==> config.mk <==
export PLATFORM = sky130hd
export DESIGN_NAME = pll_lock_rst_seq
export DESIGN_NICKNAME = d
export VERILOG_FILES = /design/src/rtl/pll_lock_rst_seq.sv
export SDC_FILE = /design/constraint.sdc
export NUM_CORES = 1
export LEC_CHECK = 0
export ABC_AREA = 1
export CAP_MARGIN = 20
export CORE_ASPECT_RATIO = 1.25
export CORE_UTILIZATION = 45
export CTS_CLUSTER_SIZE = 40
export DETAILED_ROUTE_END_ITERATION = 16
export HOLD_SLACK_MARGIN = 0.12
export PLACE_DENSITY_LB_ADDON = 0.25
export RECOVER_POWER = 25
export SLEW_MARGIN = 15
export SYNTH_ARGS = -nofsm -noshare
export SYNTH_HDL_FRONTEND = slang
export SYNTH_SLANG_ARGS = --single-unit
==> constraint.sdc <==
create_clock -name CLK -period 2.3 [get_ports CLK]
set_input_delay 0.46 -clock CLK [delete_from_list [all_inputs] [get_ports CLK]]
set_output_delay 0.46 -clock CLK [all_outputs]
set_load 0.05 [all_outputs]
==> src/rtl/pll_lock_rst_seq.sv <==
// pll_lock_rst_seq: PLL lock synchroniser, lock filter and staged per-channel reset release
module pll_lock_rst_seq #(
    parameter int NUM_CH             = 2,
    parameter int SYNC_STAGES        = 2,
    parameter int LOCK_FILTER_CYCLES = 256,
    parameter int RELEASE_GAP        = 16
) (
    input  logic              CLK,
    input  logic              RESETN,
    input  logic [NUM_CH-1:0] PLL_LOCK,
    input  logic              FORCE_RESET,
    input  logic              LOCK_LOST_CLR,
    output logic [NUM_CH-1:0] CH_RESETN,
    output logic              ALL_READY,
    output logic [NUM_CH-1:0] LOCK_LOST,
    output logic [1:0]        STATE
);
    localparam int FW = $clog2(LOCK_FILTER_CYCLES);
    localparam int GW = $clog2(RELEASE_GAP + 1);
    localparam int IW = NUM_CH > 1 ? $clog2(NUM_CH) : 1;

    typedef enum logic [1:0] {WAIT_LOCK, FILTER, RELEASE, RUN} state_t;

    state_t            state, state_n;
    logic [NUM_CH-1:0] sync [SYNC_STAGES];
    logic [NUM_CH-1:0] lk, chr_n, lost_n;
    logic [FW-1:0]     fcnt, fcnt_n;
    logic [GW-1:0]     gcnt, gcnt_n;
    logic [IW-1:0]     idx, idx_n;
    logic              rdy_n, all_lk;

    assign lk     = sync[SYNC_STAGES-1];
    assign all_lk = &lk;
    assign STATE  = state;

    always_ff @(posedge CLK) begin
        if (!RESETN) begin
            for (int i = 0; i < SYNC_STAGES; i++) sync[i] <= '0;
            state     <= WAIT_LOCK;
            fcnt      <= '0;
            gcnt      <= '0;
            idx       <= '0;
            CH_RESETN <= '0;
            ALL_READY <= 1'b0;
            LOCK_LOST <= '0;
        end else begin
            sync[0] <= PLL_LOCK;
            for (int i = 1; i < SYNC_STAGES; i++) sync[i] <= sync[i-1];
            state     <= state_n;
            fcnt      <= fcnt_n;
            gcnt      <= gcnt_n;
            idx       <= idx_n;
            CH_RESETN <= chr_n;
            ALL_READY <= rdy_n;
            LOCK_LOST <= lost_n;
        end
    end

    always_comb begin
        state_n = state;
        fcnt_n  = fcnt;
        gcnt_n  = gcnt;
        idx_n   = idx;
        chr_n   = CH_RESETN;
        rdy_n   = ALL_READY;
        lost_n  = LOCK_LOST_CLR ? '0 : LOCK_LOST;
        case (state)
            WAIT_LOCK: begin
                chr_n = '0;
                rdy_n = 1'b0;
                if (all_lk) begin
                    state_n = FILTER;
                    fcnt_n  = '0;
                end
            end
            FILTER: begin
                fcnt_n = fcnt + 1'b1;
                if (!all_lk) begin
                    state_n = WAIT_LOCK;
                    fcnt_n  = '0;
                end else if (fcnt == FW'(LOCK_FILTER_CYCLES - 1)) begin
                    state_n = RELEASE;
                    fcnt_n  = '0;
                    gcnt_n  = '0;
                    idx_n   = '0;
                end
            end
            RELEASE: begin
                gcnt_n = gcnt + 1'b1;
                if (gcnt == GW'(RELEASE_GAP - 1)) begin
                    chr_n[idx] = 1'b1;
                    gcnt_n     = '0;
                    idx_n      = idx + 1'b1;
                    if (idx == IW'(NUM_CH - 1)) begin
                        state_n = RUN;
                        rdy_n   = 1'b1;
                        idx_n   = '0;
                    end
                end
            end
            default: ;
        endcase
        // Losing lock after the filter has passed is the only case recorded as sticky
        if ((state == RELEASE || state == RUN) && !all_lk) begin
            lost_n  = lost_n | ~lk;
            state_n = WAIT_LOCK;
            chr_n   = '0;
            rdy_n   = 1'b0;
            fcnt_n  = '0;
            gcnt_n  = '0;
            idx_n   = '0;
        end
        if (FORCE_RESET) begin
            lost_n  = LOCK_LOST_CLR ? '0 : LOCK_LOST;
            state_n = WAIT_LOCK;
            chr_n   = '0;
            rdy_n   = 1'b0;
            fcnt_n  = '0;
            gcnt_n  = '0;
            idx_n   = '0;
        end
    end
endmodule

### Word level (Yosys, flattened, before mapping)

Memory sizes are Yosys's and may differ from the RTL's.
Index checks and enable logic that the tools add are counted.

* memories kept: 1
* register bits after elaboration: 21
* bits of input ports: 6
* word-level logic and storage cells: 80
* memory bits (writable): 4

Memory list
* sync: depth 2, bits a word 2, rd ports 2, clocked after memory_dff 0, wr ports 2, line 25 `logic [NUM_CH-1:0] sync [SYNC_STAGES];`

* mux-type cells: 33
* add/subtract/negate cells: 3
* reductions and logical operators: 17
* bitwise gates (word level): 6
* eq/ne operators: 11
* order comparisons: 2

Operators by type and width (count)
* 8-bit two-way mux: 3
* 2-bit two-way mux: 11
* 8-bit one-hot mux with 2 select lines: 1
* 5-bit two-way mux: 3
* 2-bit inequality test (second input constant): 5
* 5-bit one-hot mux with 2 select lines: 1
* 1-bit two-way mux: 9
* 8-bit by 1-bit adder with 8-bit output (second input constant): 1
* 8-bit == test (second input constant): 1
* 2-bit one-hot mux with 3 select lines: 1
* 2-bit AND reduction: 3
* 3-bit AND reduction: 2
* 2-bit nonzero test: 3
* 5-bit by 1-bit adder with 5-bit output (second input constant): 1
* 5-bit by 4-bit == test with 1-bit output (second input constant): 1
* 5-bit AND reduction: 1
* 2-bit == test (second input constant): 2
* 2-bit OR: 2
* 1-bit one-hot mux with 2 select lines: 2
* 2-bit one-hot mux with 2 select lines: 1
* 4-bit AND reduction: 1
* 3-bit inequality test (second input constant): 1
* 3-bit nonzero test: 1
* 3-bit OR reduction: 1
* 12 further kinds: 14

### Longest topological paths before layout

Gate-level depths: netlist (run 1).

* word-level depth: 7
* gate-level depth with buffers: 10
* gate-level depth less buffers: 10

### Worst setup path after synthesis (run 1)

Ideal clock, no wire load.

* path type: register to register
* start point: register state[0], in the netlist STATE[0]
* end point: register state[0], in the netlist STATE[0]
* path slack: 0.485 ns
* arrival: 1.698 ns
* buffers on the path: 1
* stages on the path, launching flop included: 10
* setup time: 0.117 ns
* cells stage by stage: dfxtp_1 > inv_1 > ha_1 > buf_6 > nand2_1 > nand3_2 > nor2_4 > nand3_1 > nand2_1 > nor2_1

* longest elaborated chain between the ends: 4
* elaborated cells on any way between the ends: 14

Ends and longest elaborated chain
* start, declared: line 24 `state_t state, state_n;`
* start signal, assigned: line 49 `state <= state_n;`
* parallel branches: the longest is 4 deep, another holds 5-bit AND reduction

Parallel ways; which one is timed is not known.
A chain may end at the register's enable or synchronous reset.

### Worst setup path after layout (run 1)

* start point: register state[0], in the netlist STATE[0]
* end point: output port STATE[0]

RTL lines
* end, declared: line 16 `output logic [1:0] STATE`

No word-level cell between the ends.

==> parameters.txt, run 1 <==
Parameter                              Value

Outcome
  Run status ... completed

Finish
  Multi-input gate area in the final layout ... 715.7 um^2
  Layout overhead on the synthesized area ... 11.33%
  Filler cell count in the final layout ... about 270
  Sequential Area ... 500.5 um^2
  Utilization after layout ... 0.5392
  Final std cell area, no fill ... between 0.001 and 0.0015 mm^2
  Net count, final ... roughly 200
  Antenna cell count ... 0
  Final cell count without fillers ... 224
  Share of cells above drive strength 1 ... 0.1632

Synthesis
  Portion of the post-synthesis area used by sequential elements ... 0.3745
  Number of distinct standard cells referenced by the synthesized netlist ... 26
  Leading cell type by number of instances after synthesis ... nand2_1
  Post-synthesis average cell area ... 7.593 um^2
  Fraction of registers with async set or reset after synthesis ... 0
  Register bit count reported by yosys ... 25
  Proportion of netlist area held by the largest area contributor ... 0.3745
  Cell types occupying the most area after synthesis ... dfxtp_1, nand2_1, ha_1
  Share of cell area taken by muxes after synthesis ... 0
  Dominant synthesized flop cell ... dfxtp_1
  Yosys warning count ... 0
  Largest area contributor in the synthesized netlist ... dfxtp_1
  Post-synth design cell area ... approximately 0.0013 mm^2
  Simple-gate share of the synthesized area ... 0.3521
  Count of flip-flops with a built-in enable after synthesis ... 0
  Nets in the synthesized netlist ... about 190
  Most frequent cells after synthesis ... nand2_1, dfxtp_1, inv_1
  Post-synthesis share of cell area spent on xor and xnor gates ... 0
  Synthesized-area fraction occupied by ao, oa, aoi and oai cells ... 0.1292
  Instance count of the mapped netlist ... about 180
  Main combinational cell family by area after synthesis ... simple AND/OR/NAND/NOR gates
  Area share of fa/ha/maj cells after synthesis ... 0.06554

Critical path
  Cell class contributing the biggest share of worst-path delay ... buffers and inverters
  Worst reg2reg setup slack ... ~0.43 ns
  Setup crit end kind ... output port
  Critical path startpoint category ... flop
  End of the critical path ... STATE[0]
  Slowest cell on the critical path ... clkdlybuf4s50_1
  Data arrival time at the worst-slack endpoint ... ~1.6 ns
  Stages on worst setup path ... 1
  CP startpoint ... STATE[0]
  R2r worst-path depth ... 6
  Type of the worst setup path ... flop to output port
  Crit path buf inv count ... 1
  Crit Path Max Fanout ... 6
  Required time at the endpoint of the critical path ... around 1.8 ns
  Largest stage delay on the critical path ... approximately 0.84 ns
  CP cell instances ... clkdlybuf4s50_1
  FF-to-FF End ... fcnt[3]
  Startpoint of the most critical register-to-register path ... STATE[0]

Timing
  Clock Skews ... roughly 0.0057 ns
  Worst slew slack as a fraction of its limit ... 0.6610
  Max-slew violations ... 0
  Final Hold Vio Count ... 0
  Transition at the pin with the smallest max-transition slack ... 0.5070 ns
  Accumulated negative setup slack ... 0 ns
  RSZ-0062 raised after global routing ... no
  Share of the cycle needed by the critical path after routing ... 0.8965
  Maximum clock rate ... between 0.4 and 0.5 GHz
  Final setup violating endpoints ... 0
  Minimum period implied by the final worst setup slack ... 2.062 ns

Drt
  Detailed-route via count ... 1110
  Drc violations ... 0
  Initial detailed-routing violation count ... 19
  Average wire length per cell after detail routing ... ~11 um
  Post-detailed-route count of antenna-violating nets ... 0
  Total wirelength of the detailed-routed design ... between 2000 and 2500 um
  Average via count per standard cell ... between 4 and 5
  Number of optimization iterations in the first detailed-route pass ... 4

Clock tree
  Number of gates resized after cts ... 0
  CTS tree ... built
  Root Buffer ... clkbuf_4
  TritonCTS buffer count ... 3
  Maximum clock insertion buffer count ... 2
  H-tree depth ... 1
  Number of post-CTS setup repair buffers ... 0
  Clock-pin slew on the worst setup and hold paths ... about 0.12 ns
  Sinks on the clock net ... 25
  # hold bufs at CTS ... 0
  Later-pin clock latency in the skew report ... around 0.31 ns

Floorplan
  Die span in x ... ~51 um
  Initial Utilization ... 0.4844
  Total die area ... approximately 0.0032 mm^2
  Core area ... 0.002759 mm^2
  Die Y ... 62.93 um
  Top-Level Pins ... 13
  Row Count ... 21

Global route
  Largest net degree at the start of global routing ... 14
  Via count of the first global-routing pass ... 1029
  Antenna violations before repair ... 0
  Overflow left after global routing ... 0
  First-pass GRT wire length ... 4333 um
  Total GRT Usage ... 0.1737

Power and ir drop
  Gate power share ... 0.081
  Maximum resistive drop on vdd ... roughly 0.35 mV
  Seq pwr share ... 0.642
  Net switching fraction of the power ... 0.2330
  Total power ... a little under 700 uW
  Sw Pwr ... between 150 and 200 uW
  Areal power density over the cells ... approximately 460 mW/mm^2
  Internal ... about 530 uW
  Leakage power summed over all cells ... a little under 0.6 nW
  Power share of the clock group ... 0.277

Worst hold path
  Hold Crit Class ... flop to flop

Placement
  Post-DP Area ... 0.001476 mm^2
  Weighted congestion reported at the end of routability-driven placement ... ~0.78
  Number of placed instances with taps included ... 220
  Placed wire-length estimate after detailed placement ... between 1500 and 2000 um
  Port-buffer cells ... 12

Run
  Max capacitance violation total ... 0
==> through the flow <==
step	hold WS, ns	setup slack, ns
final	0.4289	0.2381
after global routing	0.4609	0.1668
after CTS	0.4320	0.2250
after detailed placement	0.4058	0.5704
after global placement	0.4102	0.6250
after floorplan	0.3900	0.4853
==> area by class of cell <==
| class | count | area share |
|---|---|---|
| well taps | 34 | 0.02860 |
| clock buffers | 4 | 0.01766 |
| flip-flops and latches | 25 | 0.3364 |
| repair buffers | 12 | 0.08074 |
| multi-input cells | 127 | 0.4811 |
| inverters | 22 | 0.05551 |
==> kinds of logic after synthesis <==
| family | Yosys count |
|---|---|
| DFF | 25 |
| adders and majority gates | 7 |
| and+or+nand+nor | 92 |
| AOI/OAI and AO/OA | 28 |
| buffers and inverters | 24 |
==> placed cells by master, fill, tap and decap left out <==
cell,instances
or2_0,1
dlygate4sd3_1,1
o21ai_0,3
nand2_2,6
nor2_2,4
a22oi_1,1
nand3_1,10
a21oi_1,13
a21oi_2,3
inv_2,3
nand3_4,1
ha_1,7
o21a_1,1
or2_2,1
nand4_1,2
nand2_4,1
o21ai_1,4
nand2_1,42
nand3_2,2
dfxtp_1,25
clkdlybuf4s50_1,11
clkbuf_1,1
nor2_4,4
a31oi_1,1
clkbuf_4,3
inv_1,19
o21ai_2,2
nor3_2,1
nor2_1,17
==> flip-flops by register name (all words and copies together), names as in the netlist <==
signal / cells
gcnt: 5
fcnt: 8
CH_RESETN: 2
LOCK_LOST: 2
sync: 4
idx: 1
STATE: 2
ALL_READY: 1
==> worst min-delay path by stage <==
stage,start,to,slack [ns],depth (start not counted)
detailed placement,sync[0][0],sync[0][2],0.41,2
finish,sync[0][0],sync[0][2],0.43,2
global placement,sync[0][1],sync[0][3],0.41,2
CTS,sync[0][0],sync[0][2],0.43,2
global route,sync[0][0],sync[0][2],0.46,2
floorplan,sync[0][0],sync[0][2],0.39,2
==> layer usage <==
metal | wire [um] | up-vias | global-route usage
met3 | 43 | 2 | 0.02920
met2 | 1271 | 14 | 0.3000
met1 | 1111 | 507 | 0.2110
met4 | 24 | 0 | 0.06250
met5 | 0 | - | 0
li1 | - | 587 | -
==> power groups by stage <==
| stage | sequential (mW) | clock (mW) | combinational (mW) |
|---|---|---|---|
| floorplan | 0.454 | 0 | 0.0377 |
| global placement | 0.451 | 0 | 0.0568 |
| detailed placement | 0.451 | 0 | 0.0576 |
| CTS | 0.442 | 0.201 | 0.0579 |
| global route | 0.443 | 0.218 | 0.0626 |
| finish | 0.442 | 0.190 | 0.0556 |
Power figures use the tool's default switching activity.
==> run 2, diff against run 1 <==
Settings changed: CORE_ASPECT_RATIO 1.25 to not set.
==> parameters.txt, run 2 (same netlist as run 1, synthesis figures left out) <==
Parameter                              Value

Outcome
  Run status ... completed

Timing
  Share of the cycle needed by the critical path after routing ... 0.8992
  Max-slew violations ... 0
  Hold slack ... roughly 0.43 ns
  RSZ-0062 raised after global routing ... no
  Accumulated negative setup slack ... 0 ns
  Transition at the pin with the smallest max-transition slack ... roughly 0.49 ns
  Final critical-path setup slack ... approximately 0.23 ns
  Final setup violating endpoints ... 0
  Maximum clock rate ... roughly 0.48 GHz
  Minimum period implied by the final worst setup slack ... ~2.1 ns
  Clock Skews ... ~0.013 ns
  Worst slew slack as a fraction of its limit ... 0.6704
  Final Hold Vio Count ... 0

Drt
  Post-detailed-route count of antenna-violating nets ... 0
  Total wirelength of the detailed-routed design ... between 2000 and 2500 um
  Average via count per standard cell ... 4.955
  Average wire length per cell after detail routing ... 9.941 um
  Drc violations ... 0
  Initial detailed-routing violation count ... between 40 and 50
  Detailed-route via count ... 1095
  Number of optimization iterations in the first detailed-route pass ... 4

Global route
  Global routing met1 resource utilization ... 0.1791
  Total GRT Usage ... 0.1585
  Met3 routing resource usage after global routing ... 0.04839
  Met2 track demand over resource ... 0.2840
  Routing layer with the top usage in global route ... met2
  Overflow left after global routing ... 0
  Antenna violations before repair ... 0
  Largest net degree at the start of global routing ... 14
  First-pass GRT wire length ... around 4100 um
  Via count of the first global-routing pass ... 1032

Worst hold path
  Number of cells traversed by the worst hold path ... 2
  Hold Crit Class ... flop to flop
  Worst Hold End ... sync[0][3]
  Critical hold path startpoint ... sync[0][1]

Finish
  Layout overhead on the synthesized area ... 11.05%
  Leading cell types in the layout, fill and taps excluded ... nand2_1, dfxtp_1, inv_1
  Filler cell count in the final layout ... about 280
  Utilization after layout ... 0.5335
  Commonest non-fill, non-tap cell in the layout ... nand2_1
  Biggest registers after layout ... fcnt: 8 flops, gcnt: 5 flops, sync: 4 flops
  Final cell count without fillers ... 221
  Largest register by flop count ... fcnt
  Antenna cell count ... 0
  Share of cells above drive strength 1 ... 0.1632
  Largest register FFs ... 8
  Final std cell area, no fill ... 0.001484 mm^2
  Net count, final ... ~200

Critical path
  CP cell instances ... clkdlybuf4s50_1
  Data arrival time at the worst-slack endpoint ... ~1.6 ns
  FF-to-FF End ... fcnt[5]
  Crit Path Max Fanout ... 6
  Setup crit end kind ... output port
  Type of the worst setup path ... flop to output port
  Slowest cell on the critical path ... clkdlybuf4s50_1
  Startpoint of the most critical register-to-register path ... STATE[0]
  Critical path startpoint category ... flop
  Crit path buf inv count ... 1
  Required time at the endpoint of the critical path ... between 1.5 and 2 ns
  Largest stage delay on the critical path ... 0.84 ns
  Cell class contributing the biggest share of worst-path delay ... buffers and inverters
  Worst reg2reg setup slack ... 0.42 ns
  R2r worst-path depth ... 6

Floorplan
  Top-Level Pins ... 13
  Core area ... roughly 0.0028 mm^2
  Die Y ... ~56 um
  Total die area ... roughly 0.0032 mm^2
  Die span in x ... approximately 56 um
  Initial Utilization ... 0.4804
  Row Count ... 19

Power and ir drop
  Total power ... around 700 uW
  Areal power density over the cells ... 461.9 mW/mm^2
  Maximum resistive drop on vdd ... approximately 0.47 mV
  Leakage power summed over all cells ... approximately 0.59 nW

Clock tree
  CTS tree ... built
  H-tree depth ... 1
  Later-pin clock latency in the skew report ... slightly above 0.3 ns
  Clock-pin slew on the worst setup and hold paths ... ~0.13 ns
  Number of gates resized after cts ... 0
  # hold bufs at CTS ... 0
  Sinks on the clock net ... 25
  Root Buffer ... clkbuf_4
  Maximum clock insertion buffer count ... 2
  Number of post-CTS setup repair buffers ... 0
  TritonCTS buffer count ... 3

Placement
  Weighted congestion reported at the end of routability-driven placement ... roughly 0.84
  Port-buffer cells ... 12
  Placed wire-length estimate after detailed placement ... about 1800 um
  Pre-CTS setup slack ... a little under 0.6 ns
  Post-DP Area ... about 0.0015 mm^2
  Number of placed instances with taps included ... ~220

Run
  Max capacitance violation total ... 0
run 2: cell counts in the layout (fill, tap and decap cells not counted):
Identical to the previous run, type by type.
run 2: cell type report:
| cell class | instances | area [um^2] | area share |
|---|---|---|---|
| Timing Repair Buffer | 12 | 120.1 | 0.08094 |
| Clock buffer | 4 | 26.28 | 0.01771 |
| Inverter | 22 | 82.58 | 0.05565 |
| Multi-Input combinational cell | 127 | 715.7 | 0.4823 |
| Tap cell | 31 | 38.79 | 0.02614 |
| Sequential cell | 25 | 500.5 | 0.3373 |
run 2: worst min-delay path: cells and delay by family (launching register included):
kind,cells,cell delay (ns)
flip-flops,1,0.32
AND/OR/NAND/NOR,1,0.05
buffers and inverters,1,0.03
run 2: worst max path at each step:
stage	cells after the start	start	slack (ns)	to
floorplan	9	STATE[0]	0.49	STATE[0]
global placement	6	RESETN	0.62	fcnt[0]
detailed placement	6	RESETN	0.58	fcnt[3]
CTS	1	STATE[0]	0.21	STATE[0]
global route	1	STATE[0]	0.15	STATE[0]
finish	1	STATE[0]	0.23	STATE[0]
run 2: per-layer routing:
layer | routed length (um) | share of wire | vias to the layer above
met2 | 1084 | 0.49 | 15
met1 | 1032 | 0.47 | 489
met4 | 17 | 0.0077 | 0
met3 | 63 | 0.029 | 2
met5 | 0 | 0 | -
li1 | - | - | 589
run 2: power by group:
group	internal, mW	switching (mW)
combinational	0.0214	0.0334
clock	0.0678	0.122
sequential	0.438	0.00327
==> run 3, diff against run 2 <==
Settings changed: SKIP_LAST_GASP set to 1.
==> results of run 3 <==
Final layout, timing and power as in run 2 (identical DEF).
